### src/rtl/line_matrix_pkg.sv
// rtl/line_matrix_pkg.sv - shared line-matrix constants and sequencer state encoding
package line_matrix_pkg;

   localparam int LM_N_IN  = 8;
   localparam int LM_N_OUT = 9;
   localparam int LM_SEL_W = 4;

   typedef enum logic [2:0] {
      ST_CLEAR  = 3'd0,
      ST_IDLE   = 3'd1,
      ST_SETUP  = 3'd2,
      ST_STROBE = 3'd3,
      ST_HOLD   = 3'd4
   } lm_state_t;

   function automatic int lm_max(input int a, input int b);
      return (a > b) ? a : b;
   endfunction

endpackage

### src/rtl/lm_phase_timer.sv
// rtl/lm_phase_timer.sv - loadable down-counter; o_tc flags the last cycle of a loaded phase
module lm_phase_timer #(
   parameter int W = 4
) (
   input  logic         clk,
   input  logic         rst,
   input  logic         i_load,
   input  logic [W-1:0] i_load_val,
   output logic         o_tc,
   output logic         o_zero
);

   logic [W-1:0] r_cnt;

   always_ff @(posedge clk or posedge rst) begin
      if (rst) begin
         r_cnt <= '0;
      end else if (i_load) begin
         r_cnt <= i_load_val;
      end else if (r_cnt != '0) begin
         r_cnt <= r_cnt - W'(1);
      end
   end

   assign o_tc   = (r_cnt == W'(1));
   assign o_zero = (r_cnt == '0);

endmodule

### src/rtl/line_matrix_cfg_seq.sv
// rtl/line_matrix_cfg_seq.sv - sequencer driving line_matrix strobe, reset and select lines
module line_matrix_cfg_seq
   import line_matrix_pkg::*;
#(
   parameter int N_IN       = LM_N_IN,
   parameter int N_OUT      = LM_N_OUT,
   parameter int SEL_W      = LM_SEL_W,
   parameter int CLK_DIV    = 4,
   parameter int RST_CYCLES = 8,
   parameter int CNT_W      = 8
) (
   input  logic             clk,
   input  logic             rst,
   input  logic             cfg_valid,
   output logic             cfg_ready,
   input  logic [SEL_W-1:0] cfg_in_sel,
   input  logic [SEL_W-1:0] cfg_out_sel,
   input  logic             clr_req,
   output logic             lm_clk,
   output logic             lm_rstn,
   output logic [SEL_W-1:0] lm_in_sel,
   output logic [SEL_W-1:0] lm_out_sel,
   output logic             busy,
   output logic             err_range,
   output logic [CNT_W-1:0] routes_done
);

   localparam int TW = $clog2(lm_max(CLK_DIV, RST_CYCLES) + 1);

   lm_state_t        r_state, w_state_nxt;
   logic             r_clr_pend, w_pend_nxt;
   logic             r_cfg_ready, r_busy, r_err, r_lm_clk, r_lm_rstn;
   logic             w_err_nxt;
   logic [SEL_W-1:0] r_in_sel, r_out_sel, w_in_nxt, w_out_nxt;
   logic [CNT_W-1:0] r_done, w_done_nxt;
   logic             w_load, w_tc, w_zero, w_in_ok, w_out_ok;
   logic [TW-1:0]    w_load_val;

   assign w_in_ok  = (32'(cfg_in_sel) < N_IN);
   assign w_out_ok = (32'(cfg_out_sel) < N_OUT);

   lm_phase_timer #(.W(TW)) u_timer (
      .clk        (clk),
      .rst        (rst),
      .i_load     (w_load),
      .i_load_val (w_load_val),
      .o_tc       (w_tc),
      .o_zero     (w_zero)
   );

   always_comb begin
      w_state_nxt = r_state;
      w_load      = 1'b0;
      w_load_val  = TW'(CLK_DIV);
      w_pend_nxt  = r_clr_pend;
      w_err_nxt   = 1'b0;
      w_in_nxt    = r_in_sel;
      w_out_nxt   = r_out_sel;
      w_done_nxt  = r_done;
      if (clr_req && (r_state == ST_SETUP || r_state == ST_STROBE || r_state == ST_HOLD))
         w_pend_nxt = 1'b1;
      case (r_state)
         // A zero count in CLEAR only occurs straight after rst, so it arms the boot clear.
         ST_CLEAR: begin
            if (clr_req || w_zero) begin
               w_load     = 1'b1;
               w_load_val = TW'(RST_CYCLES);
            end else if (w_tc) begin
               w_state_nxt = ST_IDLE;
            end
         end
         ST_IDLE: begin
            if (clr_req) begin
               w_state_nxt = ST_CLEAR;
               w_load      = 1'b1;
               w_load_val  = TW'(RST_CYCLES);
            end else if (cfg_valid && r_cfg_ready) begin
               if (w_in_ok && w_out_ok) begin
                  w_state_nxt = ST_SETUP;
                  w_load      = 1'b1;
                  w_in_nxt    = cfg_in_sel;
                  w_out_nxt   = cfg_out_sel;
               end else begin
                  w_err_nxt = 1'b1;
               end
            end
         end
         ST_SETUP: begin
            if (w_tc) begin
               w_state_nxt = ST_STROBE;
               w_load      = 1'b1;
            end
         end
         ST_STROBE: begin
            if (w_tc) begin
               w_state_nxt = ST_HOLD;
               w_load      = 1'b1;
               w_done_nxt  = r_done + CNT_W'(1);
            end
         end
         ST_HOLD: begin
            if (w_tc) begin
               if (w_pend_nxt) begin
                  w_state_nxt = ST_CLEAR;
                  w_load      = 1'b1;
                  w_load_val  = TW'(RST_CYCLES);
                  w_pend_nxt  = 1'b0;
               end else begin
                  w_state_nxt = ST_IDLE;
               end
            end
         end
         default: w_state_nxt = ST_CLEAR;
      endcase
   end

   // Outputs are registered from the next state so they line up with the state change.
   always_ff @(posedge clk or posedge rst) begin
      if (rst) begin
         r_state     <= ST_CLEAR;
         r_clr_pend  <= 1'b0;
         r_cfg_ready <= 1'b0;
         r_busy      <= 1'b1;
         r_err       <= 1'b0;
         r_lm_clk    <= 1'b0;
         r_lm_rstn   <= 1'b0;
         r_in_sel    <= '0;
         r_out_sel   <= '0;
         r_done      <= '0;
      end else begin
         r_state     <= w_state_nxt;
         r_clr_pend  <= w_pend_nxt;
         r_cfg_ready <= (w_state_nxt == ST_IDLE);
         r_busy      <= (w_state_nxt != ST_IDLE);
         r_err       <= w_err_nxt;
         r_lm_clk    <= (w_state_nxt == ST_STROBE);
         r_lm_rstn   <= (w_state_nxt != ST_CLEAR);
         r_in_sel    <= w_in_nxt;
         r_out_sel   <= w_out_nxt;
         r_done      <= w_done_nxt;
      end
   end

   assign cfg_ready   = r_cfg_ready;
   assign busy        = r_busy;
   assign err_range   = r_err;
   assign lm_clk      = r_lm_clk;
   assign lm_rstn     = r_lm_rstn;
   assign lm_in_sel   = r_in_sel;
   assign lm_out_sel  = r_out_sel;
   assign routes_done = r_done;

endmodule

### config.mk
export PLATFORM = sky130hd
export DESIGN_NAME = line_matrix_cfg_seq
export DESIGN_NICKNAME = d
export VERILOG_FILES = /design/src/rtl/line_matrix_pkg.sv /design/src/rtl/lm_phase_timer.sv /design/src/rtl/line_matrix_cfg_seq.sv
export SDC_FILE = /design/constraint.sdc
export NUM_CORES = 1
export LEC_CHECK = 0
export BUFFER_PORTS_ARGS = -buffer_cell sky130_fd_sc_hd__buf_2
export CORE_ASPECT_RATIO = 0.9
export CORE_MARGIN = 10
export CORE_UTILIZATION = 35
export DETAILED_ROUTE_END_ITERATION = 8
export PLACE_DENSITY_LB_ADDON = 0.12
export SLEW_MARGIN = 0
export SYNTH_ARGS = -nofsm -noshare
export SYNTH_HDL_FRONTEND = slang
export SYNTH_SLANG_ARGS = --single-unit
### constraint.sdc
create_clock -name clk -period 5.6 [get_ports clk]
set_clock_uncertainty 0.1 [all_clocks]
set_input_delay 1.12 -clock clk [delete_from_list [all_inputs] [get_ports clk]]
set_output_delay 1.12 -clock clk [all_outputs]
set_load 0.005 [all_outputs]
== After elaboration in Yosys (flattened, before gate mapping) ==
Index checks and enable logic that the tools add are counted.

* Register bits: 29
* Input bits: 12
* Output and inout bits: 21
* Word-level logic and storage cells: 70

* $add $sub $neg: 2
* Order comparisons: 2
* Eq/ne operators: 8
* Multiplexer cells: 32
* Bitwise operators: 1
* Reductions and logical operators: 14

{| class="wikitable"
|+ Operators with widths
! kind !! count
|-
| $mux 3 || 8
|-
| $mux 4 || 6
|-
| $mux 1 || 15
|-
| $pmux 3 s5 || 1
|-
| $pmux 4 s3 || 1
|-
| $eq 3x2->1 const B || 3
|-
| $add 8x1->8 const B || 1
|-
| $lt 4x4->1 const B || 2
|-
| $eq 3x1->1 const B || 2
|-
| $eq 4x1->1 const B || 1
|-
| $logic_not 4->1 || 1
|-
| $pmux 1 s4 || 1
|-
| $reduce_and 4->1 || 1
|-
| $reduce_bool 4->1 || 1
|-
| $sub 4x1->4 const B || 1
|-
| $eq 3x3->1 const B || 1
|-
| $logic_and 1x1->1 || 3
|-
| $logic_not 3->1 || 1
|-
| $logic_or 1x1->1 || 3
|-
| $ne 3x1->1 const B || 1
|-
| $reduce_bool 3->1 || 1
|-
| $reduce_and 2->1 || 1
|-
| $reduce_bool 2->1 || 1
|-
| $reduce_or 2->1 || 1
|-
| $not 1->1 || 1
|}

== Logic depth before layout (Yosys ltp) ==
* Depth after elaboration: 9
* Depth in mapped cells: 7

== Cells and area by module ==
A second synthesis with hierarchy kept.

* Cell total of the unflattened synthesis: 130
* Area, all modules: 1492.7 µm²

{| class="wikitable"
|+ By module, submodules not included
! module !! instances !! cells an instance !! area each (µm²) !! sequential area each (µm²)
|-
| line_matrix_cfg_seq || 1 || 105 || 1236.2 || 626.9
|-
| lm_phase_timer || 1 || 25 || 256.5 || 100.1
|}

== Least setup slack after synthesis ==
OpenSTA, ideal clock, no wires.

* Path kind: input to register
* Start: input cfg_out_sel[0]
* End: register r_in_sel[0], in the netlist lm_in_sel[0]
* Setup time: 0.127 ns
* Arrival time: 2.265 ns
* Data required time: 5.373 ns
* Path slack: 3.107 ns
* Stages on the path: 5
* Cells stage by stage: o31a_1 > nor3_1 > nor2b_2 > buf_6 > mux2_1

* Longest elaborated chain between the ends: 3

{| class="wikitable"
|+ RTL lines
! what !! RTL line !! text
|-
| from (decl) || line_matrix_cfg_seq.sv:17 || <nowiki>input logic [SEL_W-1:0] cfg_out_sel,</nowiki>
|-
| $lt 4x4->1 || line_matrix_cfg_seq.sv:40 || <nowiki>assign w_out_ok = (32'(cfg_out_sel) < N_OUT);</nowiki>
|-
| $logic_and 1x1->1 || line_matrix_cfg_seq.sv:78 || <nowiki>if (w_in_ok && w_out_ok) begin</nowiki>
|-
| $reduce_and 4->1 (no line) || n/a ||
|-
| to (signal assigned) || line_matrix_cfg_seq.sv:138 || <nowiki>r_in_sel <= w_in_nxt;</nowiki>
|-
| to (decl) || line_matrix_cfg_seq.sv:34 || <nowiki>logic [SEL_W-1:0] r_in_sel, r_out_sel, w_in_nxt, w_out_nxt;</nowiki>
|}

No other way between the ends.
A chain may end at the register's enable or synchronous reset.

== Final worst setup path ==
* Start: input cfg_out_sel[0]
* End: register r_in_sel[2], in the netlist lm_in_sel[2]

The elaborated chain is that of the path after synthesis.

==> flow_metrics.py <==
metrics = {
    "outcome": {
        "status": "completed",
    },
    "route": {
        "drtIter0Drc": 44,
        "routed_wl_um": 2790,
        "firstDrtPassIters": 4,
        "vias_per_cell": 4.97,
        "avgRoutedWirePerCell_um": 14.4,
        "ant_nets": 0,
        "vias": 960,
        "drc": 0,
    },
    "power": {
        "p_seq_share_pct": 42.4,
        "finalPower_mw": 0.594,
        "swShare_pct": 26.5,
        "ir_drop_mv": 0.187,
        "p_per_area_nw_per_um2": 357,
        "internal_power_mw": 0.437,
        "p_switching_mw": 0.158,
        "p_leak_nw": 0.853,
        "power_frac_clock_pct": 37.3,
        "combPwrFrac_pct": 20.3,
    },
    "synthesis": {
        "synthCells": 111,
        "synth_seq_area_share_pct": 53.6,
        "yosysTopAreaCellShare_pct": 51.7,
        "async_reset_ff_share_pct": 100,
        "synth_seq_cells": 29,
        "yosys_warnings": 0,
        "yosysTopAreaCell": "dfrtp_1",
        "syn_nets": 127,
        "synthTopCellsByCount": "dfrtp_1, xnor2_1, mux2_1, nor2_1",
        "synth.area.top_cells": "dfrtp_1, mux2_1, xnor2_1",
        "post-synth-top-count-cell": "dfrtp_1",
        "ys_types": 42,
        "syn_area_per_cell_um2": 12.2,
        "ys.flop_type": "dfrtp_1",
        "synth_edf_count": 0,
        "syn_area_um2": 1360,
    },
    "critical_path": {
        "critPathLaunchType": "input port",
        "crit_fanout": 11,
        "crit_arrival_ns": 2.62,
        "crit_required_ns": 5.67,
        "crit_type": "in -> reg",
        "critPathSlowestCell": "nor2b_2",
        "critical_path.cell_chain": "buf_2 > o31a_1 > nor3_1 > nor2b_2 > mux2_2",
        "cp-end-kind": "flip-flop",
        "crit_path_max_incr_delay_ns": 0.49,
    },
    "sta": {
        "tns_ns": 0,
        "setup_viol": 0,
        "worst_slew_margin_rel_pct": 26.6,
        "hold_viol_final": 0,
        "fmax_mhz": 391,
        "rsz0062_at_grt": "false",
        "worst_slew_pin_slew_ns": 1.10,
        "min_period_ns": 2.55,
        "setup_slack_ns": 3.05,
        "finalCritPeriodShare_pct": 45.6,
        "slew_viol_final": 0,
    },
    "final_layout": {
        "diodes": 0,
        "postLayoutCoreUtil_pct": 44.6,
        "finalNetCount": 162,
        "drive_above_1_share_pct": 35.4,
        "stdcell_area_um2": 1660,
        "fillCellCount": 364,
        "synthToLayoutAreaGrowth_pct": 22.7,
    },
    "floorplanning": {
        "dieWidth_um": 85.6,
        "num_rows": 21,
        "die_area_um2": 6770,
        "core_um2": 3730,
        "start_util_pct": 36.4,
        "ios": 33,
        "die_h_um": 79.1,
    },
    "clock_network": {
        "worstSkewPairLatency_ns": 0.28,
        "cts_setup_buffers": 0,
        "cts_tree": "done",
        "path_clk_slew_ns": 0.06,
        "cts_hold_buf": 0,
        "ctsHtreeMaxLevel": 2,
        "ctsLongestPathBuffers": 2,
        "cts_resized": 0,
        "cts-buffers-inserted": 5,
        "ctsRootBufferMaster": "clkbuf_8",
        "cts_sinks": 29,
    },
    "grt": {
        "grt_pass1_wl_um": 4800,
        "globalRouteMet3Util_pct": 5.41,
        "gr-usage-met1_pct": 11.1,
        "grt_max_degree": 30,
        "grt_pass1_vias": 1021,
        "busiest_layer": "met2",
        "groute.usage.overall_pct": 8.82,
        "antenna_found_initial": 0,
        "use_met2_pct": 12.0,
        "grt_remaining_overflow": 0,
    },
    "job": {
        "cap_violations": 0,
    },
    "placed_design": {
        "placed_area_um2": 1550,
        "dpl.hpwl_um": 2050,
        "gp_congestion": 0.780,
        "numPortBuffers": 32,
        "dpl_worst_slack_ns": 2.72,
    },
    "min_path": {
        "min_path_type": "reg -> reg",
    },
}
[critical path: cells and delay by family]
family	cells	cell delay [ns]
mux	1	0.38
simple gates	2	0.72
buf+inv	1	0.10
compound gates	1	0.30
[area by class of cell]
cell class,count,area (um^2),area share [%]
inverter,4,15.0,0.902
tap,46,57.6,3.46
timing repair buffer,32,160,9.62
multi-input combinational,74,588,35.3
clock inverter,1,30.0,1.80
sequential,29,727,43.7
clock buffer,7,86.3,5.19
[worst paths after layout]
| path | from | endpoint | slack, ns | cells after the start |
|---|---|---|---|---|
| worst min register to register | routes_done[7] | routes_done[7] | 0.37 | 1 |
| worst min-delay path | routes_done[7] | routes_done[7] | 0.37 | 1 |
| worst max register to register | r_state[0] | lm_in_sel[2] | 3.49 | 4 |
| min in group asynchronous | rst | lm_in_sel[3] | 1.01 | 2 |
| worst max-delay path | cfg_out_sel[0] | lm_in_sel[2] | 3.05 | 5 |
| max in group asynchronous | rst | r_clr_pend | 3.73 | 2 |
[power by group through the flow]
stage               Combinational (mW)  Clock (mW)  Sequential [mW]
floorplan                       0.0952           0            0.252
global placement                 0.118           0            0.255
detailed placement               0.122           0            0.256
CTS                              0.123       0.230            0.252
global route                     0.138       0.242            0.257
finish                           0.120       0.222            0.252
[cell usage in the layout (no fill, tap or decap), types with 2 or more instances in the layout]
cell type	n
buf_2	32
dfrtp_1	28
xnor2_1	7
mux2_1	6
nor2_1	6
clkbuf_8	6
nor3_1	4
nand3_1	4
ha_1	4
nand2_1	3
a21oi_1	3
inv_1	3
nand4_1	3
xor2_1	3
or3b_1	2
nand2b_1	2
nor4_1	2
mux2_2	2
nand4b_1	2
[sequential cells by signal (all words and copies together), names as in the netlist, 3 cells and up]
name,cells
lm_in_sel,4
lm_out_sel,4
r_state,3
routes_done,8
u_timer.r_cnt,4
[stage by stage]
step,cells,hold slack (ns)
floorplan,111,0.368
global placement,185,0.355
detailed placement,185,0.359
CTS,193,0.371
global route,193,0.380
finish,193,0.365
[per-layer routing]
layer,up-vias,part of all wire [%]
met4,0,1.3
met2,40,39
met3,7,13
li1,471,-
met5,-,0
met1,442,46
[cells by family (layout without fill, tap and decap cells)]
kind of cell | count (synthesis) | count (layout) | synth area share (%)
flip-flops | 29 | 29 | 53.6
AND/OR/NAND/NOR | 40 | 40 | 18.6
XOR/XNOR | 10 | 10 | 6.46
adder cells (fa/ha/maj) | 4 | 4 | 3.69
AO/OA/AOI/OAI | 11 | 11 | 7.20
multiplexers | 9 | 9 | 7.38
buffers and inverters | 8 | 44 | 3.04
Power figures use the tool's default switching activity.
